==> config.mk <==
export PLATFORM = sky130hd
export DESIGN_NAME = morse_element_classifier
export DESIGN_NICKNAME = d
export VERILOG_FILES = /design/src/rtl/morse_pkg.sv /design/src/rtl/morse_tok_fifo.sv /design/src/rtl/morse_element_classifier.sv
export SDC_FILE = /design/constraint.sdc
export NUM_CORES = 1
export LEC_CHECK = 0
export CORE_AREA = 5 5 57 59
export DETAILED_ROUTE_END_ITERATION = 6
export DIE_AREA = 0 0 62 64
export GPL_TIMING_DRIVEN = 0
export PLACE_DENSITY = 0.8
export RECOVER_POWER = 50
export SYNTH_ARGS = -nofsm -noshare
export SYNTH_HDL_FRONTEND = slang
export SYNTH_HIERARCHICAL = 1
export SYNTH_SLANG_ARGS = --single-unit
==> constraint.sdc <==
create_clock -name i_clk -period 2.8 [get_ports i_clk]
set_input_delay 0.56 -clock i_clk [delete_from_list [all_inputs] [get_ports i_clk]]
set_output_delay 0.56 -clock i_clk [all_outputs]
set_load 0.02 [all_outputs]
==> src/rtl/morse_pkg.sv <==
// Shared token codes, FSM states and unit-count thresholds for the Morse element classifier.
package morse_pkg;

   typedef enum logic [1:0] {
      TOK_DOT      = 2'd0,
      TOK_DASH     = 2'd1,
      TOK_CHAR_GAP = 2'd2,
      TOK_WORD_GAP = 2'd3
   } tok_t;

   typedef enum logic [1:0] {
      ST_IDLE,
      ST_MARK,
      ST_SPACE,
      ST_CHAR_SP
   } cls_state_t;

   localparam logic [3:0] DASH_MIN_UNITS = 4'd2;
   localparam logic [3:0] CHAR_GAP_UNITS = 4'd2;
   localparam logic [3:0] WORD_GAP_UNITS = 4'd5;
   localparam logic [3:0] UNIT_CNT_MAX   = 4'd15;

   function automatic logic [3:0] unit_sat_inc(input logic [3:0] v);
      return (v == UNIT_CNT_MAX) ? v : v + 4'd1;
   endfunction

endpackage

==> src/rtl/morse_tok_fifo.sv <==
// Two-entry token buffer: push side with full flag, pop side with valid/ready handshake.
module morse_tok_fifo (
   input  logic       clk,
   input  logic       rst_n,
   input  logic       push,
   input  logic [1:0] push_data,
   output logic       full,
   output logic       pop_valid,
   output logic [1:0] pop_data,
   input  logic       pop_ready
);

   logic [1:0] mem [2];
   logic       wr_ptr;
   logic       rd_ptr;
   logic [1:0] count;
   logic       do_push;
   logic       do_pop;

   assign pop_valid = (count != 2'd0);
   assign full      = (count == 2'd2);
   assign do_pop    = pop_valid && pop_ready;
   // A pop in the same cycle frees the slot a full-buffer push needs.
   assign do_push   = push && (!full || do_pop);
   assign pop_data  = mem[rd_ptr];

   always_ff @(posedge clk or negedge rst_n) begin
      if (!rst_n) begin
         mem[0] <= 2'd0;
         mem[1] <= 2'd0;
         wr_ptr <= 1'b0;
         rd_ptr <= 1'b0;
         count  <= 2'd0;
      end else begin
         if (do_push) begin
            mem[wr_ptr] <= push_data;
            wr_ptr      <= ~wr_ptr;
         end
         if (do_pop) begin
            rd_ptr <= ~rd_ptr;
         end
         case ({do_push, do_pop})
            2'b10:   count <= count + 2'd1;
            2'b01:   count <= count - 2'd1;
            default: ;
         endcase
      end
   end

endmodule

==> src/rtl/morse_element_classifier.sv <==
// Measures mark/space runs on the keyed line in Morse units and emits DOT/DASH/gap tokens.
// Define MORSE_CLS_SYNC_EN for a 2-flop input synchronizer when the line is asynchronous.
module morse_element_classifier
   import morse_pkg::*;
#(
   parameter int UNIT_CYCLES = 1,
   parameter int CNT_W       = 8
) (
   input  logic       i_clk,
   input  logic       i_rst_n,
   input  logic       i_data_morse,
   output logic       o_tok_valid,
   output logic [1:0] o_tok,
   input  logic       i_tok_ready,
   output logic       o_overflow
);

   localparam logic [CNT_W-1:0] PRE_LAST = CNT_W'(UNIT_CYCLES - 1);

   logic             line_s;
   logic             line_prev;
   logic             edge_det;
   logic [CNT_W-1:0] pre_cnt;
   logic [CNT_W-1:0] pre_base;
   logic [CNT_W-1:0] pre_nxt;
   logic [3:0]       unit_cnt;
   logic [3:0]       unit_base;
   logic [3:0]       unit_nxt;
   cls_state_t       state;
   cls_state_t       ret_state;
   logic             push_req;
   tok_t             push_tok;
   logic             fifo_full;
   logic             tok_pop;

`ifdef MORSE_CLS_SYNC_EN
   logic sync_meta;

   always_ff @(posedge i_clk or negedge i_rst_n) begin
      if (!i_rst_n) begin
         sync_meta <= 1'b0;
         line_s    <= 1'b0;
      end else begin
         sync_meta <= i_data_morse;
         line_s    <= sync_meta;
      end
   end
`else
   always_ff @(posedge i_clk or negedge i_rst_n) begin
      if (!i_rst_n) begin
         line_s <= 1'b0;
      end else begin
         line_s <= i_data_morse;
      end
   end
`endif

   always_ff @(posedge i_clk or negedge i_rst_n) begin
      if (!i_rst_n) begin
         line_prev <= 1'b0;
      end else begin
         line_prev <= line_s;
      end
   end

   assign edge_det = line_s ^ line_prev;

   // The edge cycle itself is the first counted cycle of the new run, so a run of
   // exactly UNIT_CYCLES shows unit_cnt==1 on the cycle its closing edge appears.
   always_comb begin
      pre_base  = edge_det ? '0 : pre_cnt;
      unit_base = edge_det ? 4'd0 : unit_cnt;
      pre_nxt   = pre_base + CNT_W'(1);
      unit_nxt  = unit_base;
      if (pre_base == PRE_LAST) begin
         pre_nxt  = '0;
         unit_nxt = unit_sat_inc(unit_base);
      end
   end

   always_ff @(posedge i_clk or negedge i_rst_n) begin
      if (!i_rst_n) begin
         pre_cnt  <= '0;
         unit_cnt <= 4'd0;
      end else begin
         pre_cnt  <= pre_nxt;
         unit_cnt <= unit_nxt;
      end
   end

   always_comb begin
      push_req = 1'b0;
      push_tok = TOK_DOT;
      case (state)
         ST_MARK: begin
            if (edge_det && (unit_cnt != 4'd0)) begin
               push_req = 1'b1;
               push_tok = (unit_cnt >= DASH_MIN_UNITS) ? TOK_DASH : TOK_DOT;
            end
         end
         ST_SPACE: begin
            if (unit_cnt >= CHAR_GAP_UNITS) begin
               push_req = 1'b1;
               push_tok = TOK_CHAR_GAP;
            end
         end
         ST_CHAR_SP: begin
            if (unit_cnt >= WORD_GAP_UNITS) begin
               push_req = 1'b1;
               push_tok = TOK_WORD_GAP;
            end
         end
         default: ;
      endcase
   end

   // ret_state remembers where a mark started so a sub-unit glitch can be undone.
   always_ff @(posedge i_clk or negedge i_rst_n) begin
      if (!i_rst_n) begin
         state     <= ST_IDLE;
         ret_state <= ST_IDLE;
      end else begin
         case (state)
            ST_IDLE: begin
               if (edge_det) begin
                  state     <= ST_MARK;
                  ret_state <= ST_IDLE;
               end
            end
            ST_MARK: begin
               if (edge_det) begin
                  state <= (unit_cnt == 4'd0) ? ret_state : ST_SPACE;
               end
            end
            ST_SPACE: begin
               if (edge_det) begin
                  state     <= ST_MARK;
                  ret_state <= (unit_cnt >= CHAR_GAP_UNITS) ? ST_CHAR_SP : ST_SPACE;
               end else if (unit_cnt >= CHAR_GAP_UNITS) begin
                  state <= ST_CHAR_SP;
               end
            end
            ST_CHAR_SP: begin
               if (edge_det) begin
                  state     <= ST_MARK;
                  ret_state <= (unit_cnt >= WORD_GAP_UNITS) ? ST_IDLE : ST_CHAR_SP;
               end else if (unit_cnt >= WORD_GAP_UNITS) begin
                  state <= ST_IDLE;
               end
            end
            default: state <= ST_IDLE;
         endcase
      end
   end

   assign tok_pop = o_tok_valid && i_tok_ready;

   always_ff @(posedge i_clk or negedge i_rst_n) begin
      if (!i_rst_n) begin
         o_overflow <= 1'b0;
      end else if (push_req && fifo_full && !tok_pop) begin
         o_overflow <= 1'b1;
      end
   end

   morse_tok_fifo u_fifo (
      .clk       (i_clk),
      .rst_n     (i_rst_n),
      .push      (push_req),
      .push_data (push_tok),
      .full      (fifo_full),
      .pop_valid (o_tok_valid),
      .pop_data  (o_tok),
      .pop_ready (i_tok_ready)
   );

endmodule
# After elaboration in Yosys (flattened, before gate mapping)
# Cells that the tools add are included.
[op_classes]
n_addsub = 4
n_lt_le_gt_ge = 5
n_eq_ne = 13
n_mux = 35
n_bitwise = 5
reduce_logical = 18
[op_table]
columns = ["cell", "count"]
rows = [
  ["2-to-1 mux 2 bit", 17],
  ["2-to-1 mux 8 bit", 2],
  ["2-to-1 mux 4 bit", 3],
  ["case mux 2 bit (3 select lines)", 2],
  ["adder 8 x 1 -> 8 bit, second input constant", 1],
  ["equality test 2 bit, second input constant", 4],
  ["zero test 8 bit", 1],
  ["!= test 2 bit, second input constant", 4],
  ["case mux 2 bit (4 select lines)", 1],
  ["AND reduction 4 bit", 2],
  ["logical AND 1 bit", 6],
  ["2-to-1 mux 1 bit", 6],
  ["!= test 3 bit, second input constant", 2],
  ["adder 4 x 1 -> 4 bit, second input constant", 1],
  ["bitwise mux 4 bit", 1],
  ["equality test 2 x 1 -> 1 bit, second input constant", 2],
  ["equality test 4 bit, second input constant", 1],
  ["greater-or-equal comparator 2 bit, second input constant", 2],
  ["greater-or-equal comparator 4 x 2 -> 1 bit, second input constant", 1],
  ["greater-or-equal comparator 4 x 3 -> 1 bit, second input constant", 1],
  ["zero test 4 bit", 1],
  ["inverter 1 -> 2 bit", 2],
  ["case mux 2 bit (2 select lines)", 1],
  ["nonzero test 2 bit", 2],
  ["12 further kinds", 14],
]
[word_totals]
register_bits = 27
output_inout_bits = 4

# Logic depth before layout (Yosys ltp)
# Gate-level depths: netlist of run 1.
[depth]
depth_word = 7
ltp_mapped = 9
mapped_depth_nobuf = 8

# Cells and area by module
# The synthesis of run 1 kept the hierarchy.
[modules_own_cells]
columns = ["module", "n_inst", "cells_each", "area_each_um2"]
rows = [
  ["morse_element_classifier", 1, 113, 1066.0],
  ["morse_tok_fifo", 1, 29, 386.6],
]

# Worst setup path after synthesis of run 1
# No wires, ideal clock.
[synth_path]
path_type = "reg2reg"
start = "reg line_s"
end = "reg unit_cnt[3]"
arrival_ns = 2.263
setup_slack_ns = 0.413
stages_incl_launch_ff = 10
synth_period_minus_slack_ns = 2.387
path_cell_list = "dfrtp_1 -> xnor2_1 -> clkbuf_1 -> and2_1 -> inv_1 -> ha_1 -> or4b_4 -> nor4_4 -> and4b_1 -> nor3_1"
[synth_via]
elab_chain_len = 5
[synth_lines]
columns = ["element", "line_no", "source"]
rows = [
  ["from (decl)", "morse_element_classifier.sv:20", "logic line_s;"],
  ["from (signal assigned)", "morse_element_classifier.sv:53", "line_s <= i_data_morse;"],
  ["bitwise XOR 1 bit *", "morse_element_classifier.sv:66", "assign edge_det = line_s ^ line_prev;"],
  ["2-to-1 mux 4 bit", "morse_element_classifier.sv:72", "unit_base = edge_det ? 4'd0 : unit_cnt;"],
  ["adder 4 x 1 -> 4 bit / equality test 4 bit (equally long branches)", "morse_pkg.sv:24", "return (v == UNIT_CNT_MAX) ? v : v + 4'd1;"],
  ["2-to-1 mux 4 bit", "morse_pkg.sv:24", ""],
  ["2-to-1 mux 4 bit *", "morse_element_classifier.sv:75", "if (pre_base == PRE_LAST) begin"],
  ["named net unit_nxt[3]", "morse_element_classifier.sv:28", "logic [3:0] unit_nxt;"],
  ["to (signal assigned)", "morse_element_classifier.sv:87", "unit_cnt <= unit_nxt;"],
  ["to (decl)", "morse_element_classifier.sv:26", "logic [3:0] unit_cnt;"],
]
# Mark *: on every way through the listed nets, which the timed path passes. The rest lies on a longest branch.
# A chain may end at the register's enable or synchronous reset.

# Final worst setup path of run 1
[layout_path]
start = "reg line_s"
end = "reg unit_cnt[2]"
# Same word-level chain as after synthesis.

==> results of run 1 <==
==> flip-flops by register name, summed over array words and instances (netlist names) <==
| signal | flops |
|---|---|
| ret_state | 2 |
| u_fifo/rd_ptr | 1 |
| o_overflow | 1 |
| u_fifo/mem | 4 |
| u_fifo/wr_ptr | 1 |
| u_fifo/count | 2 |
| unit_cnt | 4 |
| pre_cnt | 8 |
| state | 2 |
| line_prev | 1 |
| line_s | 1 |
==> layout make-up <==
type                            instances  area (um^2)  share of cell area
Buffer                                  3         11.3             0.00708
Clock buffer                            4         26.3              0.0165
Inverter                                5         18.8              0.0118
Multi-Input combinational cell        106          742               0.467
Sequential cell                        27          676               0.425
Tap cell                               31         38.8              0.0244
Timing Repair Buffer                    8         77.6              0.0488
==> cells by family (layout without fill, tap and decap cells) <==
| logic type | Yosys count | in the layout | share of synthesized area |
|---|---|---|---|
| and+or+nand+nor | 53 | 53 | 0.214 |
| AOI/OAI and AO/OA | 32 | 32 | 0.144 |
| DFF | 27 | 27 | 0.465 |
| xor gates and xnor gates | 11 | 11 | 0.0715 |
| buffers and inverters | 9 | 20 | 0.0241 |
| muxes | 6 | 6 | 0.0465 |
| adders and majority gates | 4 | 4 | 0.0345 |
==> layout by cell type (no fill, tap or decap), types with 2 or more instances in the layout <==
master	n
xnor2_1	4
or2_2	2
inv_1	5
clkbuf_1	4
dfrtp_1	27
ha_1	4
clkdlybuf4s50_1	5
nand4_1	2
a31oi_1	2
clkbuf_4	3
nand2b_1	2
dlygate4sd3_1	2
nand2_1	10
and2_1	4
o21a_1	6
a21oi_1	4
nor3_1	4
nor2_1	12
mux2_2	6
nor3b_2	2
o21ai_0	10
nand3_1	4
xor2_1	6
==> power breakdown <==
group / internal [W] / switching (W)
Sequential: 0.000486 / 0.0000943
Combinational: 0.000234 / 0.000221
Clock: 0.0000557 / 0.000115
==> repair_timing <==
action / in CTS / in global routing
resized for setup: 0 / 1
endpoints found under the setup margin: 0 / 6
buffers inserted: 0 / 1
==> routing by layer <==
metal  GRT usage  up-vias
met3      0.0262        4
met2       0.236       19
li1            -      522
met1       0.193      524
met4      0.0504        0
met5           0        -
==> worst max path at each step <==
| stage | depth (start not counted) | from | end | slack (ns) |
|---|---|---|---|---|
| after detailed placement | 9 | line_s | unit_cnt[2] | 0.08 |
| final | 9 | line_s | unit_cnt[2] | 0.31 |
| after floorplan | 9 | line_s | unit_cnt[3] | 0.41 |
| after global placement | 9 | line_s | unit_cnt[3] | 0.12 |
| after global routing | 9 | line_s | unit_cnt[0] | 0.1 |
| after CTS | 9 | line_s | unit_cnt[2] | 0.06 |
==> worst reg2reg max path: cells and delay by family, from the launching register on <==
family          cells  cell delay [ns]
fa+ha+maj           1             0.22
xor+xnor            1             0.27
simple gates        3             0.95
flops               1             0.45
compound gates      2             0.26
buf+inv             2             0.25
==> stage by stage <==
stage | worst slack [ns] | util | hold slack [ns] | cell area (um^2) | std cells
2_1_floorplan | 0.413 | - | 0.264 | 1450 | 142
3_5_place_dp | 0.0762 | 0.586 | 0.461 | 1560 | 180
5_1_grt | 0.0955 | 0.597 | 0.514 | 1590 | 184
6_report | 0.312 | 0.597 | 0.488 | 1590 | 184
3_3_place_gp | 0.120 | 0.586 | 0.447 | 1560 | 180
4_1_cts | 0.0571 | 0.596 | 0.492 | 1590 | 184
==> key figures, run 1 <==
GRT
  – Total GRT Usage: 0.146
  – Initial antenna violation count: 0
  – Vias in the first global route: 1,057
  – First-pass GRT wire length: 4530 um
  – Total gr overflow: 0
  – Largest net degree at the start of global routing: 28

Critical path
  – Max incr delay on CP: 0.49 ns
  – RR Endpoint: unit_cnt[2]
  – Worst R2R Start: line_s
  – Worst R2R Path Depth: 9
  – Bufs and invs on worst path: 2
  – Worst endpoint required time: 3.03 ns
  – Slowest stage cell on the critical path: or4b_4
  – Crit path kind: reg2reg
  – CP delay by family, top: simple AND/OR/NAND/NOR gates
  – Startpoint types: flip-flop
  – Crit path DAT: 2.72 ns
  – Crit path capture type: flip-flop
  – CP cell instances: xnor2_2 > and2_1 > inv_1 > ha_1 > or4b_4 > nor4_4 > buf_4 > a31oi_1 > o21a_1
  – Worst-path maximum fanout: 15
  – Worst R2R Setup Slack: 0.31 ns

Detailed routing
  – Number of DRC markers in iteration 0: 63
  – Vias/cell: 5.81
  – Final WL: 2560 um
  – Mean routed wirelength per cell: 13.9 um
  – Metal-1 WL: 1140 um
  – Met3 WL: 104 um
  – Routed Antenna Nets: 0
  – Pre-antenna DRT Iters: 4
  – DR vias: 1,069
  – DRC viols: 0
  – Met2 wire length: 1290 um
  – Top sig layer: met4

Synthesis
  – Syn avg cell area: 10.2 um^2
  – Top post-synthesis cells by area: dfrtp_1, mux2_2, ha_1
  – Synth Flop Type: dfrtp_1
  – Commonest cells in the netlist: dfrtp_1, nor2_1, nand2_1, o21ai_0
  – Most frequent cell after synthesis: dfrtp_1
  – Ys Warns: 6
  – Post-synth top area share: 0.465
  – Synth Instances: 142
  – Mapped cell area: 1450 um^2
  – Cell taking the most area after synthesis: dfrtp_1
  – Netlist cell types: 42
  – Syn Nets: 150
  – Register area share after synthesis: 0.465
  – Asr flop ratio synth: 1.00
  – Post-synthesis register bit count: 27
  – EDFF count, synth: 0

Final layout
  – Diodes inserted: 0
  – Fillers: 245
  – Share of layout cells above drive strength 1: 0.118
  – Layout area overhead: 9.47%
  – Fin nets: 162

Clocking
  – Clock tree root buffer cell: clkbuf_4
  – Max clock buf depth: 2
  – Cts bufs inserted: 3
  – # H-tree levels: 1
  – Hold_buf cts: 0
  – Clock sinks: 27
  – CTS tree: done
  – Clock-pin slew on the worst setup and hold paths: 0.14 ns
  – Clock Latency Late Sink: 0.32 ns

Min path
  – Worst hold path startpoint: line_s
  – Hold Path Stages: 0
  – HP Class: reg2reg
  – WHS Endpoint: line_prev

Status
  – Status: finished, final reports clean

Floorplanning
  – Rows: 19
  – Die X-Extent: 62 um
  – Core box area: 2660 um^2
  – Die Area: 3970 um^2
  – Die Y: 64 um
  – I/O pin total: 8
  – Starting Density: 0.546

Timing
  – Tcrit/Tclk final: 0.889
  – Setup_tns: 0 ns
  – Post-layout min period: 2.49 ns
  – Final Hold Viols: 0
  – Peak Freq: 402 MHz
  – Worst-Margin Slew: 1.17 ns
  – Max-slew violations: 0
  – Slew headroom: 0.220
  – RSZ-0062 raised after global routing: no
  – Final setup viols: 0
  – Layout Skew: 0.00298 ns

Pwr
  – Max rail drop VDD: 0.489 mV
  – Pwr Density: 758 nW/um^2
  – Tot Pwr: 0.00121 W
  – Lkg Pwr: 0.687 nW

Placed design
  – DP HPWL: 1870 um
  – RePlAce Congestion: 0.866
  – Count of buffers from port buffering: 7

Flow run
  – Max-cap violations: 0
(Power assumes the default switching activity.)
==> run 2: changes to the inputs <==
ABC_CLOCK_PERIOD_IN_PS = 2800   (was default)
==> results of run 2 <==
Same layout as run 1: the final DEF is identical, and so are final timing and power.
==> run 3: changes to the inputs <==
--- a/config.mk
+++ b/config.mk
@@ -8,2 +8,3 @@
 export ABC_CLOCK_PERIOD_IN_PS = 2800
+export CAP_MARGIN = 20
 export CORE_AREA = 5 5 57 59
@@ -14,2 +15,3 @@
 export RECOVER_POWER = 50
+export SLEW_MARGIN = 20
 export SYNTH_ARGS = -nofsm -noshare
==> constraint.sdc (replaced) <==
create_clock -name i_clk -period 2.8 [get_ports i_clk]
set_input_delay 0.7 -clock i_clk [delete_from_list [all_inputs] [get_ports i_clk]]
set_output_delay 0.7 -clock i_clk [all_outputs]
set_load 0.02 [all_outputs]
==> run 3 against run 2 <==
Via count shrank 1.0%. Clock power is essentially flat. Routed wire length shrank 0.59%. Non-clock buffer count grew 1. Highest routed layer unchanged. Sequential share of layout area is the same. Design area is the same. Largest cell class unchanged.
==> key figures, run 3 (synthesis results as in run 1) <==
Final layout
  – Most common cell after layout, fill and taps aside: dfrtp_1
  – Fin nets: 163 (+0.62%)
  – Multi-input logic area: 742 um^2 (unchanged)
  – Largest registers: pre_cnt: 8 flops, u_fifo/mem: 4 flops, unit_cnt: 4 flops
  – Layout area overhead: 9.47% (unchanged)
  – Post-Layout Cell Count: 185 (+0.54%)
  – Most frequent cells in the layout: dfrtp_1, nor2_1, nand2_1, o21ai_0
  – Share of layout cells above drive strength 1: 0.130 (+0.0122)
  – Most flop-heavy register: pre_cnt
  – Max reg flops: 8 (unchanged)
  – Fillers: 244 (-0.41%)
  – Reg area: 676 um^2 (unchanged)
  – Diodes inserted: 0 (unchanged)

Timing
  – Post-layout min period: 2.63 ns (+0.139 ns)
  – Tcrit/Tclk final: 0.938 (+0.0495)
  – Setup_tns: 0 ns (unchanged)
  – Final setup viols: 0 (unchanged)
  – Worst setup margin: 0.173 ns (-0.139 ns)
  – RSZ-0062 raised after global routing: no
  – Slew headroom: 0.0784 (-0.142)
  – Final Hold Viols: 0 (unchanged)
  – Peak Freq: 381 MHz (-5.3%)
  – Worst-Margin Slew: 1.38 ns (+0.216 ns)
  – Layout Skew: 0.00887 ns (+0.00589 ns)
  – Max-slew violations: 0 (unchanged)

Detailed routing
  – Mean routed wirelength per cell: 13.8 um (-1.1%)
  – DRC viols: 0 (unchanged)
  – Pre-antenna DRT Iters: 5 (+1)
  – Number of DRC markers in iteration 0: 50 (-21%)
  – DR vias: 1,058 (-1.0%)
  – Vias/cell: 5.72 (-1.6%)
  – Routed Antenna Nets: 0 (unchanged)
  – Final WL: 2540 um (-0.59%)

Floorplanning
  – I/O pin total: 8 (unchanged)
  – Rows: 19 (unchanged)
  – Die X-Extent: 62 um (unchanged)
  – Die Area: 3970 um^2 (unchanged)
  – Core box area: 2660 um^2 (unchanged)
  – Die Y: 64 um (unchanged)
  – Starting Density: 0.546 (unchanged)

Placed design
  – Setup WS pre-CTS: 0.104 ns (+0.0273 ns)
  – Count of buffers from port buffering: 7 (unchanged)
  – DP HPWL: 1850 um (-0.90%)
  – Inst Count DP: 180 (unchanged)
  – RePlAce Congestion: 0.866 (unchanged)

Pwr
  – Max rail drop VDD: 0.472 mV (-3.6%)
  – Pwr Density: 757 nW/um^2 (-0.15%)
  – Lkg Pwr: 0.687 nW (about the same)

Clocking
  – Clock tree root buffer cell: clkbuf_4
  – CTS tree: done
  – Clock sinks: 27 (unchanged)
  – Clock Latency Late Sink: 0.32 ns (about the same)
  – Max clock buf depth: 2 (unchanged)
  – Clock-pin slew on the worst setup and hold paths: 0.15 ns (about the same)
  – # H-tree levels: 1 (unchanged)
  – Cts bufs inserted: 3 (unchanged)

GRT
  – Initial antenna violation count: 0 (unchanged)
  – Largest net degree at the start of global routing: 28 (unchanged)
  – Total gr overflow: 0 (unchanged)
  – Vias in the first global route: 1,039 (-1.7%)
  – Total GRT Usage: 0.145 (-0.000800)
  – First-pass GRT wire length: 4510 um (-0.62%)

Status
  – Status: finished, final reports clean

Critical path
  – Crit path DAT: 2.86 ns (+0.14 ns)
  – Worst endpoint required time: 3.03 ns (about the same)
  – Worst setup path start: line_s
  – Crit path capture type: flip-flop
  – CP cell instances: xnor2_1 > clkbuf_2 > and2_1 > inv_1 > ha_1 > or4b_4 > nor4_4 > buf_4 > nand2_1 > a32o_1
  – CP delay by family, top: simple AND/OR/NAND/NOR gates
  – Worst-path maximum fanout: 10 (-5)
  – Slowest stage cell on the critical path: or4b_4
  – Max incr delay on CP: 0.49 ns (about the same)
  – Startpoint types: flip-flop
  – Crit path kind: reg2reg
  – Worst R2R Start: line_s
  – Bufs and invs on worst path: 3 (+1)

Min path
  – HP Class: reg2reg
  – Worst hold path startpoint: line_s

Flow run
  – Max-cap violations: 0 (unchanged)
-- run 3: timing repair --
item                                    in CTS  in global routing
buffers inserted                             0                  1
endpoints found under the setup margin       0                  6
resized for setup                            0                  2
hold buffers                                 0                  0
-- run 3: stage by stage --
step                hold slack (ns)  power [W]   util  cell area, um^2
floorplan                     0.404   0.000909      -             1450
global placement              0.447    0.00102  0.586             1560
detailed placement            0.461    0.00105  0.585             1560
CTS                           0.379    0.00121  0.594             1580
global route                  0.514    0.00130  0.597             1590
finish                        0.487    0.00120  0.597             1590
-- run 3: metal layers --
metal	GRT usage	wire length, um
met1	0.196	1200
met5	0	0
met2	0.231	1210
met4	0.0451	44
met3	0.0282	88
-- run 3: worst register-to-register path: cells and delay by family (launching register included) --
family          cells  cell delay [ns]
simple gates        4             0.97
fa+ha+maj           1             0.21
xor+xnor            1             0.23
flops               1             0.45
compound gates      1             0.19
buf+inv             3             0.50
-- run 3: final timing paths --
check	slack, ns	cells past startpoint	end
max	0.17	10	unit_cnt[1]
min	0.49	0	line_prev
max reg2reg	0.17	10	unit_cnt[1]
min reg2reg	0.49	0	line_prev
max in group asynchronous	1.33	1	ret_state[1]
min in group asynchronous	0.66	1	u_fifo/mem[3]
-- run 3: layout make-up --
class	instances	area share
buffer	4	0.0110
clock buffer	4	0.0165
inverter	5	0.0118
multi-input combinational	106	0.467
sequential	27	0.425
tap	31	0.0244
timing repair buffer	8	0.0448
-- run 3: power by group --
group / internal, W / leakage (nW) / total (W) / switching [W]
registers: 0.000486 / 0.347 / 0.000580 / 0.0000941
logic: 0.000235 / 0.325 / 0.000455 / 0.000221
clock network: 0.0000557 / 0.0150 / 0.000168 / 0.000112
total: 0.000777 / 0.687 / 0.00120 / 0.000427
